$ cat config.mk
export PLATFORM = sky130hd
export DESIGN_NAME = ctlb_miss_ctrl
export DESIGN_NICKNAME = d
export VERILOG_FILES = /design/src/rtl/ctlb_miss_ctrl.sv
export SDC_FILE = /design/constraint.sdc
export NUM_CORES = 1
export LEC_CHECK = 0
export CAP_MARGIN = 20
export CORE_MARGIN = 10
export CORE_UTILIZATION = 36
export DETAILED_ROUTE_END_ITERATION = 10
export GPL_ROUTABILITY_DRIVEN = 0
export PLACE_DENSITY = 0.78
export SETUP_SLACK_MARGIN = 0.05
export SLEW_MARGIN = 20
export SYNTH_ARGS = -nofsm -noshare
export SYNTH_HDL_FRONTEND = slang
export SYNTH_SLANG_ARGS = --single-unit
$ cat constraint.sdc
create_clock -name clk -period 1.83 [get_ports clk]
set_input_delay 0.2745 -clock clk [delete_from_list [all_inputs] [get_ports clk]]
set_output_delay 0.2745 -clock clk [all_outputs]
set_load 0.03 [all_outputs]
$ cat src/rtl/ctlb_miss_ctrl.sv
// ctlb_miss_ctrl: code-TLB miss and flush sequencer for the fetch unit.
// A fetch miss stalls fetch, issues a page-walk request, and installs the
// returned translation through the ctlb write port. A walk fault is reported
// on fault_vld. A flush request sweeps every ctlb set with an invalidate strobe.
// Reset starts a full flush.
// Optional feature: define CTLB_MISS_CTRL_TIMEOUT_EN to abort a walk that has
// not completed within TMO cycles. The abort is reported as a fault.

`ifndef ctlbData_width
`define ctlbData_width 64
`endif

module ctlb_miss_ctrl #(
  parameter int unsigned OUTDATA_W = `ctlbData_width,
  parameter int unsigned IP_W      = 65,
  parameter int unsigned SETS      = 64,
  parameter int unsigned TMO       = 255
) (
  input  logic                 clk,
  input  logic                 rst,
  input  logic                 fetch_vld,
  input  logic [IP_W-1:0]      fetch_addr,
  input  logic                 fetch_nat,
  input  logic                 tlb_hit,
  output logic                 fetch_stall,
  output logic                 walk_req,
  output logic [IP_W-1:0]      walk_addr,
  input  logic                 walk_ack,
  input  logic                 walk_rsp_vld,
  input  logic [OUTDATA_W-1:0] walk_rsp_data,
  input  logic                 walk_rsp_flt,
  output logic                 tlb_wen,
  output logic [OUTDATA_W-1:0] tlb_wdata,
  output logic [IP_W-1:0]      tlb_waddr,
  output logic                 tlb_wnat,
  output logic                 tlb_inval,
  input  logic                 flush_req,
  output logic                 flush_busy,
  output logic                 fault_vld,
  output logic [IP_W-1:0]      fault_addr
);

  localparam int unsigned IDX_W = (SETS > 1) ? $clog2(SETS) : 1;
  localparam logic [IDX_W-1:0] IDX_LAST = IDX_W'(SETS - 1);

  typedef enum logic [2:0] {
    S_IDLE,
    S_REQ,
    S_WAIT,
    S_FILL,
    S_FLUSH
  } state_t;

  state_t                state, state_nx;
  logic [IDX_W-1:0]      idx, idx_nx;
  logic                  flush_pend, flush_pend_nx;
  logic [IP_W-1:0]       miss_addr;
  logic                  miss_nat;
  logic [OUTDATA_W-1:0]  fill_data;
  logic                  fault_q;
  logic [IP_W-1:0]       fault_addr_q;
  logic                  take_miss;
  logic                  rsp_ok;
  logic                  rsp_flt;
  logic                  timeout;
  logic                  flush_want;
  logic [IP_W-1:0]       flush_addr;

  // Response qualifiers.
  // A response arriving outside WAIT is dropped.
  always_comb begin
    rsp_ok     = (state == S_WAIT) && walk_rsp_vld && !walk_rsp_flt;
    rsp_flt    = (state == S_WAIT) && walk_rsp_vld && walk_rsp_flt;
    flush_want = flush_req || flush_pend;
    take_miss  = (state == S_IDLE) && fetch_vld && !tlb_hit && !flush_want;
    flush_addr = IP_W'({idx, 13'b0});
  end

`ifdef CTLB_MISS_CTRL_TIMEOUT_EN
  logic [7:0] tmo_cnt;

  // Walk age counter.
  // It clears whenever no walk is outstanding.
  always_ff @(posedge clk) begin
    if (rst || !((state == S_REQ) || (state == S_WAIT))) begin
      tmo_cnt <= '0;
    end else begin
      tmo_cnt <= tmo_cnt + 8'd1;
    end
  end

  // Timeout fires on the TMO-th cycle of the walk.
  // A response seen in that same cycle takes precedence over the timeout.
  always_comb begin
    timeout = ((state == S_REQ) || ((state == S_WAIT) && !walk_rsp_vld)) &&
              (tmo_cnt == 8'(TMO - 1));
  end
`else
  // Without the timeout feature, a walk waits indefinitely.
  always_comb begin
    timeout = 1'b0;
  end
`endif

  // Next-state logic, flush index, and pending-flush bookkeeping.
  always_comb begin
    state_nx      = state;
    idx_nx        = idx;
    flush_pend_nx = flush_pend;
    case (state)
      S_IDLE: begin
        if (flush_want) begin
          state_nx      = S_FLUSH;
          idx_nx        = '0;
          flush_pend_nx = 1'b0;
        end else if (fetch_vld && !tlb_hit) begin
          state_nx = S_REQ;
        end
      end
      S_REQ: begin
        if (flush_req) begin
          flush_pend_nx = 1'b1;
        end
        if (timeout) begin
          state_nx = S_IDLE;
        end else if (walk_ack) begin
          state_nx = S_WAIT;
        end
      end
      S_WAIT: begin
        if (flush_req) begin
          flush_pend_nx = 1'b1;
        end
        if (rsp_ok) begin
          state_nx = S_FILL;
        end else if (rsp_flt) begin
          // A fault ends the walk.
          // Go straight to FLUSH if one is owed, so fetch stays stalled.
          if (flush_want) begin
            state_nx      = S_FLUSH;
            idx_nx        = '0;
            flush_pend_nx = 1'b0;
          end else begin
            state_nx = S_IDLE;
          end
        end else if (timeout) begin
          state_nx = S_IDLE;
        end
      end
      S_FILL: begin
        // Chain into the owed flush without an IDLE gap.
        if (flush_want) begin
          state_nx      = S_FLUSH;
          idx_nx        = '0;
          flush_pend_nx = 1'b0;
        end else begin
          state_nx = S_IDLE;
        end
      end
      S_FLUSH: begin
        flush_pend_nx = 1'b0;
        if (flush_req) begin
          idx_nx = '0;
        end else if (idx == IDX_LAST) begin
          state_nx = S_IDLE;
        end else begin
          idx_nx = idx + 1'b1;
        end
      end
      default: begin
        state_nx = S_IDLE;
      end
    endcase
  end

  // State register.
  // Reset enters a full flush at set 0.
  always_ff @(posedge clk) begin
    if (rst) begin
      state      <= S_FLUSH;
      idx        <= '0;
      flush_pend <= 1'b0;
    end else begin
      state      <= state_nx;
      idx        <= idx_nx;
      flush_pend <= flush_pend_nx;
    end
  end

  // Capture the miss context, the fill data, and the one-cycle fault report.
  always_ff @(posedge clk) begin
    if (rst) begin
      miss_addr    <= '0;
      miss_nat     <= 1'b0;
      fill_data    <= '0;
      fault_q      <= 1'b0;
      fault_addr_q <= '0;
    end else begin
      if (take_miss) begin
        miss_addr <= fetch_addr;
        miss_nat  <= fetch_nat;
      end
      if (rsp_ok) begin
        fill_data <= walk_rsp_data;
      end
      fault_q <= rsp_flt || timeout;
      if (rsp_flt || timeout) begin
        fault_addr_q <= miss_addr;
      end
    end
  end

  // Outputs decoded from state and the captured registers.
  always_comb begin
    fetch_stall = (state != S_IDLE);
    walk_req    = (state == S_REQ);
    walk_addr   = miss_addr;
    tlb_wen     = (state == S_FILL);
    tlb_wdata   = fill_data;
    tlb_wnat    = (state == S_FILL) && miss_nat;
    tlb_inval   = (state == S_FLUSH);
    flush_busy  = (state == S_FLUSH);
    fault_vld   = fault_q;
    fault_addr  = fault_addr_q;
    tlb_waddr   = '0;
    if (state == S_FILL) begin
      tlb_waddr = miss_addr;
    end else if (state == S_FLUSH) begin
      tlb_waddr = flush_addr;
    end
  end

endmodule

* After elaboration in Yosys (flattened, before gate mapping)
Index checks and enable logic that the tools add are counted.
** Operators by class
- Add/subtract/negate cells :: 1
- Reduce and logical (&&, ||, !) cells :: 20
- Eq/ne operators :: 14
- Mux-type cells :: 23
** Operator list (count)
- 65-bit 2-to-1 mux :: 1
- 6-bit 2-to-1 mux :: 5
- 3-bit 2-to-1 mux :: 8
- 19-bit 2-to-1 mux :: 1
- 6-bit one-hot mux with 3 select lines :: 1
- 3-bit one-hot mux with 5 select lines :: 1
- 1-bit logical AND :: 8
- 6-bit by 1-bit adder with 6-bit output, second input constant :: 1
- 3-bit by 2-bit equality test with 1-bit output, second input constant :: 2
- 6-bit equality test, second input constant :: 1
- 2-bit by 1-bit inequality test with 1-bit output, second input constant :: 3
- 2-bit inequality test, second input constant :: 3
- 3-bit inequality test, second input constant :: 2
- 3-bit nonzero test :: 2
- 1-bit 2-to-1 mux :: 5
- 5-bit AND reduction :: 1
- 1-bit one-hot mux with 4 select lines :: 1
- 4-bit AND reduction :: 1
- 4-bit nonzero test :: 1
- 3-bit by 1-bit equality test with 1-bit output, second input constant :: 1
- 3-bit equality test, second input constant :: 1
- 1-bit zero test :: 3
- 3-bit zero test :: 1
- 3-bit by 2-bit inequality test with 1-bit output, second input constant :: 1
- 3 further kinds :: 3
** Storage, ports and cells
- Output and inout bits :: 266
- Input bits :: 138
- Register bits :: 206

* Logic depth before layout (Yosys ltp)
- Depth in word-level cells :: 6
- Gate-level depth with buffers :: 7

* Least setup slack after synthesis
No wires, ideal clock.
- Kind :: flip-flop to output port
- Start point :: register state[0]
- End point :: output tlb_waddr[18]
- Setup slack :: -0.145 ns
- Stages on the path, launching flop included :: 6
- Arrival :: 1.701 ns
- Required time :: 1.556 ns
- Path buffers :: 2
- Path through :: dfxtp_1 -> clkbuf_1 -> and3b_1 -> clkbuf_1 -> nand2_1 -> o21ai_0
** RTL lines
- from (decl) :: line 54 : state_t state, state_nx;
- from (signal assigned) :: line 184 : state <= state_nx;
- 3-bit by 2-bit equality test with 1-bit output
- net tlb_wen :: line 32 : output logic tlb_wen,
- 65-bit 2-to-1 mux :: line 226 : if (state == S_FILL) begin
- to (decl) :: line 34 : output logic [IP_W-1:0] tlb_waddr,
The timed path passes the listed nets, and every way through them passes these cells.

* Worst setup path in the final report
- Start point :: register state[2]
- End point :: output tlb_waddr[17]
** On the way
- Longest elaborated chain between the ends :: 3
** Ends and longest elaborated chain
- 3-bit equality test :: line 228 : end else if (state == S_FLUSH) begin
- 19-bit 2-to-1 mux :: line 228
- 65-bit 2-to-1 mux (*) :: line 226
Every way passes the cells marked *; elsewhere a longest branch is shown, timed or not.

==> key figures <==
Placement
  – Buffers added on ports: a little over 400
  – Setup Slack @ Placement: -0.2780 ns
  – Cell Area, Placed: between 10000 and 15000 sq um
  – Final HPWL DP: around 22000 um

Critical path
  – Reg2Reg Setup Slack: 0 ns
  – Worst r2r path cells: 8
  – CP Class: flop to output pin
  – Critical Path AT: between 1.5 and 2 ns
  – Worst setup path startpoint: state[2]$_SDFFE_PP1P_
  – Most frequent CP cell: buf_6
  – RR Endpoint: tlb_wdata[7]$_SDFFE_PP0P_
  – Critical path buffers and inverters: 3
  – Crit path depth: 5
  – Worst-path cell chain: buf_6 > and3b_2 > clkbuf_16 > a22o_1 > buf_6
  – CP max stage delay: 0.34 ns
  – Setup crit start kind: flop
  – RR Startpoint: state[2]$_SDFFE_PP1P_
  – Max Fanout on Critical Path: 33
  – Setup crit end kind: output pin
  – Slowest CP cell: dfxtp_2
  – Worst path required time: roughly 1.6 ns
  – Critical Path End: tlb_waddr[17]
  – Largest delay share family, worst path: buffers and inverters

Routing
  – # DRC: 0
  – Routed len/inst: between 15 and 20 um
  – Vias per std cell: 4.944
  – Final WL: roughly 32000 um
  – Number of routed nets with antenna violations: 0
  – 1st-pass router iterations: 5
  – Number of DRC markers in iteration 0: between 500 and 600
  – Via Count: about 8400

Synthesis
  – Top cell type's share of synthesized area: 0.5291
  – Asr flop ratio synth: 0
  – Simple-gate share of the synthesized area: 0.2655
  – Multiplexer area fraction after synthesis: 0.001284
  – Post-Synthesis Cells: 1004
  – Post-synthesis instance area: 7795 sq um
  – Seq/Total Area, Yosys: 0.5291
  – Compound-cell area share of the yosys netlist: 0.1533
  – Synth cell types: 40
  – Post-synthesis xor/xnor area fraction: 0
  – Avg Cell Area, Syn: just under 8 sq um
  – Synth top area cells: dfxtp_1, nand2_1, a21oi_1, and2_1, clkbuf_1
  – Largest family of logic cells by synthesized area: simple AND/OR/NAND/NOR gates
  – Area leader, netlist: dfxtp_1
  – EDFF count, synth: 0
  – Adder-cell area share of the yosys netlist: 0.001605
  – Syn nets: approximately 1100
  – #FFs+latches synth: roughly 200
  – Ys flop type: dfxtp_1
  – Yosys warning count: 0

Die
  – Top-level I/O count: roughly 400
  – Initial Util: 0.3685
  – Die ar.: 27940 sq um
  – Die W: 167.2 um
  – Core ar.: ~21000 sq um
  – Rows: 53
  – Die height: roughly 170 um

Global routing
  – Largest net degree at the start of global routing: a little under 70
  – First-pass GRT wire length: around 47000 um
  – Gr ovfl total: 0
  – GRT Max-Usage Layer: met2
  – Met2 GRT Util: 0.3461
  – M1 GR Usage: 0.2244
  – Initial antenna violation count: 0
  – Tot GR Track Use: 0.2027
  – Number of global-route vias before repair: around 8000
  – GRT met3 Usage: 0.09551

Final layout
  – Share of layout cells above drive strength 1: 0.1676
  – Commonest non-fill, non-tap cell in the layout: nand2_1
  – Most frequent cells in the layout: nand2_1, dfxtp_1, dlygate4sd2_1
  – Nets: between 1500 and 2000
  – Area Overhead vs Synth: 71.01%
  – Antenna Cells: 0
  – Design area: between 10000 and 15000 sq um

Clocking
  – CTS Buffer Depth: 3
  – Clock sinks: 206
  – Clock buffer count from CTS: 23
  – Skew-Pair Late Insertion Delay: 0.50 ns
  – CTS root buffer: clkbuf_16
  – CTS tree: built
  – Level count of the clock H-tree: 1
  – Clock Pin Slew Worst Setup and Hold Paths: about 0.06 ns

Timing
  – Final-report max-slew violation count: 0
  – Fin Clk Skew: around 0.0077 ns
  – Slew Limit Headroom: 0.7066
  – Setup TNS: -13.99 ns
  – Final Hold Violating Endpoints: 0
  – Final setup margin: -0.2584 ns
  – Min Hold Slack: 0.1641 ns
  – Period utilization: 1.141
  – Final Critical Period: roughly 2.1 ns
  – Worst Tran Pin Value: roughly 0.44 ns
  – Max Freq: between 400 and 500 MHz
  – Endpoints failing setup: 71
  – RSZ-0062 raised after global routing: true

Run status
  – Failing checks: negative setup slack
  – Status: complete, but fails checks

Min path
  – Worst Hold Class: input port to flop

Power
  – Pwr Density: 756.4 nW/um^2
  – Peak VDD IR: approximately 0.00052 V
  – Lkg Pwr: between 0.005 and 0.006 uW

Job
  – Number of max-cap violations: 0
==> routing by layer <==
metal,wire length (um),share of wire
met4,570,0.018
met3,3636,0.11
met1,12130,0.38
met2,15460,0.49
met5,0,0
==> worst min-delay path by stage <==
stage | startpoint | endpoint | slack [ns] | depth (start not counted)
2_1_floorplan | fetch_nat | miss_nat$_SDFFE_PP0P_ | 0.41 | 2
3_3_place_gp | tlb_wdata[4]$_SDFFE_PP0P_ | tlb_wdata[4]$_SDFFE_PP0P_ | 0.44 | 2
3_5_place_dp | fault_addr[21]$_SDFFE_PP0P_ | fault_addr[21]$_SDFFE_PP0P_ | 0.45 | 2
4_1_cts | rst | fault_vld$_SDFF_PP0_ | 0.14 | 2
5_1_grt | rst | fault_vld$_SDFF_PP0_ | 0.17 | 2
6_report | rst | fault_vld$_SDFF_PP0_ | 0.16 | 2
==> registers in the layout (all words and copies together), names as in the netlist <==
name / cells
miss_nat: 1
flush_pend: 1
fault_vld: 1
idx: 6
state: 3
fault_addr: 65
tlb_wdata: 64
walk_addr: 65
==> per-stage QoR <==
stage	util	total power (uW)	std cells
2_1_floorplan	-	4909	1004
3_5_place_dp	0.5774	5368	1649
4_1_cts	0.6073	10140	1690
6_report	0.6302	10080	1701
5_1_grt	0.6302	10430	1701
3_3_place_gp	0.5774	5363	1649
==> synth_stat cells (all sizes together), types with 2 or more instances <==
cell	instances
buf	24
inv	3
nor4	2
o21ai	6
nor2	6
or3	3
or3b	2
nand2b	4
and2	61
nand2	397
o41ai	2
nor3	3
a21oi	201
a311oi	4
nand3	4
a22o	5
clkbuf	54
or4	2
dfxtp	206
==> layout make-up <==
type                    instances  area, sq um
clock buffers                  34        706.9
well taps                     275        344.1
fillers                      1809         7824
multi-input cells             716         3445
inverters                       4        22.52
clock inverters                 4        70.07
flip-flops and latches        206         4131
repair buffers                462         4611
==> power by group <==
group	leakage, uW	internal [uW]	switching [uW]
clock network	0.000387	2920	1810
registers	0.00166	4510	27.2
logic	0.00369	459	349
==> repair_timing <==
action,4_1_cts,5_1_grt
setup buffers,3,4
gates resized for setup,227,83
pin swaps,1,6
cloned,0,7
endpoints found under the setup margin,269,177
hold buffers,0,0
==> worst register-to-register path, stage by stage, from the launching register on <==
cell,delay (ns)
dfxtp_2,0.33
buf_6,0.11
buf_4,0.12
buf_6,0.11
nor3b_2,0.29
and2_2,0.28
buf_12,0.23
nand2_1,0.13
a21oi_1,0.15
==> cell families after synthesis <==
family / count (synthesis)
mux: 1
simple gates: 489
compound gates: 225
buf+inv: 82
flops: 206
fa+ha+maj: 1
Note: power is estimated with default switching activity, not from simulation.
